<file path="src/rtl/pifo_task_issuer.sv">
// Host-facing initiator for one PIFO lane: turns enqueue/dequeue requests into push/pop strobes one cycle after acceptance.
// Readies are combinational; dequeues are credit-limited so the response FWFT buffer can never overflow.
module pifo_task_issuer #(
    parameter int PTW       = 16,
    parameter int MTW       = 0,
    parameter int TREE_NUM  = 4,
    parameter int CNT_W     = 10,
    parameter int RSP_DEPTH = 4,
    localparam int TREE_NUM_BITS = $clog2(TREE_NUM),
    localparam int DW            = MTW + PTW,
    localparam int OW            = $clog2(RSP_DEPTH) + 1
) (
    input  logic                     i_clk,
    input  logic                     i_rst,
    input  logic                     i_enq_valid,
    output logic                     o_enq_ready,
    input  logic [TREE_NUM_BITS-1:0] i_enq_tree_id,
    input  logic [DW-1:0]            i_enq_data,
    input  logic                     i_deq_valid,
    output logic                     o_deq_ready,
    input  logic [TREE_NUM_BITS-1:0] i_deq_tree_id,
    output logic                     o_rsp_valid,
    input  logic                     i_rsp_ready,
    output logic [TREE_NUM_BITS-1:0] o_rsp_tree_id,
    output logic [DW-1:0]            o_rsp_data,
    output logic                     o_deq_empty_err,
    output logic                     o_rsp_unexp_err,
    output logic [OW-1:0]            o_outstanding,
    output logic                     o_push,
    output logic                     o_pop,
    output logic [TREE_NUM_BITS-1:0] o_tree_id,
    output logic [DW-1:0]            o_push_data,
    input  logic                     i_task_fifo_full,
    input  logic                     i_is_level0_pop,
    input  logic [TREE_NUM_BITS-1:0] i_tree_id,
    input  logic [DW-1:0]            i_pop_data
);
    localparam int PW = $clog2(RSP_DEPTH);

    logic [CNT_W-1:0]            r_cnt [TREE_NUM];
    logic [OW-1:0]               r_outstanding;
    logic [OW-1:0]               r_rsp_cnt;
    logic [PW-1:0]               r_wr_ptr;
    logic [PW-1:0]               r_rd_ptr;
    logic [TREE_NUM_BITS+DW-1:0] r_rsp_mem [RSP_DEPTH];
    logic                        r_rr;
    logic                        r_push;
    logic                        r_pop;
    logic                        r_empty_err;
    logic                        r_unexp_err;
    logic [TREE_NUM_BITS-1:0]    r_tree_id;
    logic [DW-1:0]               r_push_data;

    logic                        w_enq_elig;
    logic                        w_deq_elig;
    logic                        w_credit;
    logic                        w_enq_grant;
    logic                        w_deq_grant;
    logic                        w_deq_hit;
    logic                        w_rsp_wr;
    logic                        w_rsp_rd;
    logic [TREE_NUM_BITS+DW-1:0] w_rsp_head;

    // Credit counts both in-flight pops and parked responses against buffer depth.
    assign w_credit    = ({1'b0, r_outstanding} + {1'b0, r_rsp_cnt}) < (OW+1)'(RSP_DEPTH);
    assign w_enq_elig  = i_enq_valid & ~i_task_fifo_full & ~i_rst & (r_cnt[i_enq_tree_id] != '1);
    assign w_deq_elig  = i_deq_valid & ~i_task_fifo_full & ~i_rst & w_credit;
    assign w_enq_grant = w_enq_elig & (~w_deq_elig | ~r_rr);
    assign w_deq_grant = w_deq_elig & (~w_enq_elig | r_rr);
    assign w_deq_hit   = w_deq_grant & (r_cnt[i_deq_tree_id] != '0);
    assign w_rsp_wr    = i_is_level0_pop & (r_outstanding != '0);
    assign w_rsp_rd    = o_rsp_valid & i_rsp_ready;
    assign w_rsp_head  = r_rsp_mem[r_rd_ptr];

    assign o_enq_ready     = w_enq_grant;
    assign o_deq_ready     = w_deq_grant;
    assign o_rsp_valid     = (r_rsp_cnt != '0);
    assign o_rsp_tree_id   = o_rsp_valid ? w_rsp_head[TREE_NUM_BITS+DW-1:DW] : '0;
    assign o_rsp_data      = o_rsp_valid ? w_rsp_head[DW-1:0] : '0;
    assign o_deq_empty_err = r_empty_err;
    assign o_rsp_unexp_err = r_unexp_err;
    assign o_outstanding   = r_outstanding;
    assign o_push          = r_push;
    assign o_pop           = r_pop;
    assign o_tree_id       = r_tree_id;
    assign o_push_data     = r_push_data;

    always_ff @(posedge i_clk) begin
        if (i_rst) begin
            for (int t = 0; t < TREE_NUM; t++) r_cnt[t] <= '0;
            r_outstanding <= '0;
            r_rsp_cnt     <= '0;
            r_wr_ptr      <= '0;
            r_rd_ptr      <= '0;
            r_rr          <= 1'b0;
            r_push        <= 1'b0;
            r_pop         <= 1'b0;
            r_empty_err   <= 1'b0;
            r_unexp_err   <= 1'b0;
            r_tree_id     <= '0;
            r_push_data   <= '0;
        end else begin
            r_push      <= w_enq_grant;
            r_pop       <= w_deq_hit;
            r_empty_err <= w_deq_grant & ~w_deq_hit;
            r_tree_id   <= w_enq_grant ? i_enq_tree_id : (w_deq_hit ? i_deq_tree_id : '0);
            r_push_data <= w_enq_grant ? i_enq_data : '0;

            if (w_enq_grant) begin
                r_cnt[i_enq_tree_id] <= r_cnt[i_enq_tree_id] + CNT_W'(1);
            end else if (w_deq_hit) begin
                r_cnt[i_deq_tree_id] <= r_cnt[i_deq_tree_id] - CNT_W'(1);
            end

            if (w_enq_grant | w_deq_grant) r_rr <= ~r_rr;

            case ({w_deq_hit, w_rsp_wr})
                2'b10:   r_outstanding <= r_outstanding + OW'(1);
                2'b01:   r_outstanding <= r_outstanding - OW'(1);
                default: r_outstanding <= r_outstanding;
            endcase

            if (i_is_level0_pop && (r_outstanding == '0)) r_unexp_err <= 1'b1;

            case ({w_rsp_wr, w_rsp_rd})
                2'b10:   r_rsp_cnt <= r_rsp_cnt + OW'(1);
                2'b01:   r_rsp_cnt <= r_rsp_cnt - OW'(1);
                default: r_rsp_cnt <= r_rsp_cnt;
            endcase
            if (w_rsp_wr) r_wr_ptr <= r_wr_ptr + PW'(1);
            if (w_rsp_rd) r_rd_ptr <= r_rd_ptr + PW'(1);
        end
    end

    always_ff @(posedge i_clk) begin
        if (w_rsp_wr) r_rsp_mem[r_wr_ptr] <= {i_tree_id, i_pop_data};
    end

endmodule

</file>
<file path="config.mk">
export PLATFORM = sky130hd
export DESIGN_NAME = pifo_task_issuer
export DESIGN_NICKNAME = d
export VERILOG_FILES = /design/src/rtl/pifo_task_issuer.sv
export SDC_FILE = /design/constraint.sdc
export NUM_CORES = 1
export LEC_CHECK = 0
export CORE_MARGIN = 8
export CORE_UTILIZATION = 35
export DETAILED_ROUTE_END_ITERATION = 8
export REMOVE_ABC_BUFFERS = 1
export SLEW_MARGIN = 20
export SYNTH_ARGS = -nofsm -noshare
export SYNTH_HDL_FRONTEND = slang
export SYNTH_SLANG_ARGS = --single-unit
</file>
<file path="constraint.sdc">
create_clock -name i_clk -period 9.7 [get_ports i_clk]
set_input_delay 2.91 -clock i_clk [delete_from_list [all_inputs] [get_ports i_clk]]
set_output_delay 2.91 -clock i_clk [all_outputs]
set_load 0.1 [all_outputs]
</file>
==> flow_summary.yaml <==
power_and_ir_drop:
  leakage_nw: 2.86
  ir_drop_v: 0.000130
  switching_power_w: 0.000713
  finalPower_w: 0.00203
  p_int_w: 0.00132
  power_frac_comb_pct: 30.1
  p_sw_share_pct: 35.1
  power_frac_seq_pct: 36.9
  power_density_nw_per_um2: 240
  clkPwrFrac_pct: 32.9
worst_setup_path:
  cpMaxStageDelayCell: "clkdlybuf4s50_1"
  timing.rr.end: "o_outstanding[2]$_SDFFE_PP0P_"
  rrSetupSlack_ns: 5.80
  crit_type: "in -> out"
  reg2regPathDepth: 15
  critical-path-top-delay-family: "buffers and inverters"
  cp.arrival_ns: 5.47
  worstSetupEndpointType: "primary output"
  startpoint_type: "input port"
  cp_cell_sequence: "clkdlybuf4s50_1 -> mux4_2 -> ha_1 -> and4_4 -> a31o_1 -> inv_2 -> nor2_1 -> buf_12"
  critPathBufInv: 3
  worstPathRequired_ns: 6.79
  path_max_fanout: 15
  crit_path_max_incr_delay_ns: 0.90
  r2r-start: "r_cnt[0][0]$_SDFFCE_PN0P_"
floorplan:
  io_pins: 91
  dieArea_um2: 23900
  core_area_um2: 18800
  die_y_um: 154
  die_w_um: 154
  initial_utilization_pct: 35.7
  rows: 50
logic_synthesis:
  syn_inst: 458
  postSynth.asyncResetShare_pct: 0
  syn_avg_cell_area_um2: 14.6
  synth_seq_cells: 147
  yosys_warnings: 0
  syn_area_um2: 6710
  seq_area_frac_synth_pct: 60.6
  synth.distinct_cells: 53
  synth-edff-count: 112
  synth_ff_type: "edfxtp_1"
routing:
  via_per_inst: 5.31
  drt_iter0_drc: 268
  wl_per_cell_um: 20.0
  vias: 4240
  drcViolationCount: 0
  ant_nets: 0
  wl_um: 16000
  firstDrtPassIters: 5
sta:
  whs_ns: 0.481
  finalCritPeriodShare_pct: 86.4
  clock.fmax_mhz: 119
  setup_viol: 0
  max-slew-margin-rel_pct: 27.4
  tns_ns: 0
  slew_violations: 0
  rsz0062_at_grt: "false"
  hold_viol: 0
  worst-slew-pin-transition_ns: 1.09
  clock_skew_ns: 0.00705
  min_period_ns: 8.38
worst_hold_path:
  hold_class: "reg -> reg"
  min_from: "o_rsp_unexp_err$_SDFFE_PP0P_"
  hold_depth: 2
  whs_endpoint: "o_rsp_unexp_err$_SDFFE_PP0P_"
final_layout:
  area_growth_pct: 26.0
  final_nets: 608
  final_cell_mix: "edfxtp_1 (112), clkdlybuf4s50_1 (88), and2_1 (40)"
  n_antenna_cell: 0
  final_common_cell: "edfxtp_1"
  finish.utilization_pct: 45.1
  drive_gt1_share_pct: 18.1
global_routing:
  gr-usage-all-layers_pct: 13.7
  met2_usage_pct: 23.2
  met3_usage_pct: 3.29
  busiest_layer: "met2"
  antenna_found_initial: 0
  grt_pass1_vias: 4427
  gr-total-overflow: 0
  grt_max_degree: 21
  grt_use_met1_pct: 16.8
  grt_pass1_wl_um: 25000
place:
  dp.final_hpwl_um: 11000
  port-buffer-count: 90
  place_congestion: 0.876
clocking:
  clockBufferDepth: 2
  htreeDepth: 4
  clk_latency_ns: 0.41
  hold_buffers: 0
  cts_root_buf: "clkbuf_16"
  cts_resized: 0
  post-cts-setup-buffer-count: 0
  cts_tree: "done"
  clock-sinks: 147
  cts_buffers: 17
  cts.clk_slew.worst_paths_ns: 0.06
run:
  drv_cap: 0
outcome:
  status: "finished clean"
metal layers:
layer  up-vias  wire length [um]  part of all wire (%)
met5         -                 0                     0
met4         0               264                   1.7
met1      2130              6820                    43
li1       1946                 -                     -
met2       142              8000                    50
met3        22               917                   5.7
synthesized netlist by cell type (2+ instances only):
cell type / number / area [um2]
xor2_1: 6 / 52.6
o31a_1: 2 / 17.5
a311oi_1: 4 / 35.0
a22oi_1: 8 / 60.1
ha_1: 10 / 125
o21a_1: 5 / 37.5
a21oi_1: 18 / 90.1
edfxtp_1: 112 / 3360
dfxtp_1: 35 / 701
nand4_1: 2 / 12.5
fa_1: 2 / 40.0
nand3b_1: 3 / 22.5
or4_1: 2 / 15.0
and3_1: 2 / 12.5
nor4_1: 2 / 12.5
a21oi_2: 3 / 26.3
nor3_1: 10 / 50.1
buf_2: 6 / 30.0
a22o_1: 2 / 17.5
xnor2_1: 6 / 52.6
nand4b_1: 2 / 17.5
a31oi_2: 2 / 25.0
nor4_2: 2 / 25.0
mux4_2: 38 / 856
buf_6: 5 / 56.3
o211ai_1: 6 / 45.0
and2_1: 40 / 250
and4_4: 2 / 22.5
a22oi_2: 6 / 75.1
nand2_1: 12 / 45.0
clkbuf_1: 12 / 45.0
nand3_1: 5 / 25.0
a31oi_1: 5 / 31.3
o21ai_0: 8 / 40.0
a21boi_0: 3 / 22.5
inv_1: 25 / 93.8
nor2_1: 22 / 82.6
or2_2: 3 / 18.8
or3_1: 6 / 37.5
flip-flops by register name, summed over array words and instances, names as in the netlist, named ones only:
register,flops
o_deq_empty_err,1
o_outstanding,3
o_pop,1
o_push,1
o_push_data,16
o_rsp_unexp_err,1
o_tree_id,2
r_cnt,40
r_rd_ptr,2
r_rr,1
r_rsp_cnt,3
r_rsp_mem,72
r_wr_ptr,2
power by group through the flow:
| stage | sequential (W) | combinational (W) | clock, W |
|---|---|---|---|
| 2_1_floorplan | 0.000812 | 0.000401 | 0 |
| 3_3_place_gp | 0.000761 | 0.000614 | 0 |
| 3_5_place_dp | 0.000763 | 0.000617 | 0 |
| 4_1_cts | 0.000750 | 0.000618 | 0.000685 |
| 5_1_grt | 0.000754 | 0.000645 | 0.000707 |
| 6_report | 0.000750 | 0.000611 | 0.000669 |
how the worst max path moves through the flow:
stage,start,endpoint,cells past startpoint
3_3_place_gp,i_enq_tree_id[0],o_deq_ready,8
2_1_floorplan,i_task_fifo_full,o_deq_ready,5
5_1_grt,i_enq_tree_id[1],o_deq_ready,8
4_1_cts,i_enq_tree_id[1],o_deq_ready,8
3_5_place_dp,i_enq_tree_id[1],o_deq_ready,8
6_report,i_enq_tree_id[1],o_deq_ready,8
worst reg2reg max path, stage by stage, from the launching register on:
cell and delay [ns]:
edfxtp_1 0.40, mux4_2 0.49, inv_1 0.11, ha_1 0.15, inv_1 0.09, nor4_2 0.43, a31oi_1 0.38, buf_4 0.29
and2_1 0.21, inv_1 0.08, ha_1 0.17, inv_1 0.06, fa_1 0.37, xor2_1 0.15, or3_1 0.30, a21oi_1 0.13
cell type report:
class                   instances  area, um2
clock buffers                  18        429
clock inverters                14        176
fillers                      1666      10300
inverters                      26       97.6
multi-input cells             259       2400
flip-flops and latches        147       4060
well taps                     234        293
repair buffers                100        996
metrics by stage:
stage	instances	setup slack, ns	cell area [um2]
2_1_floorplan	432	0.610	6560
3_3_place_gp	766	1.37	7850
3_5_place_dp	766	1.33	7850
4_1_cts	798	1.32	8460
5_1_grt	798	1.22	8460
6_report	798	1.32	8460
cell families (layout without fill, tap and decap cells):
| logic type | after synthesis | after routing | share of synthesized area (%) |
|---|---|---|---|
| compound gates | 75 | 75 | 8.41 |
| xor+xnor | 12 | 12 | 1.57 |
| fa+ha+maj | 12 | 12 | 2.46 |
| buf+inv | 52 | 158 | 3.66 |
| flops | 147 | 147 | 60.6 |
| mux | 39 | 39 | 12.9 |
| simple gates | 121 | 121 | 10.4 |
(Power assumes the default switching activity.)
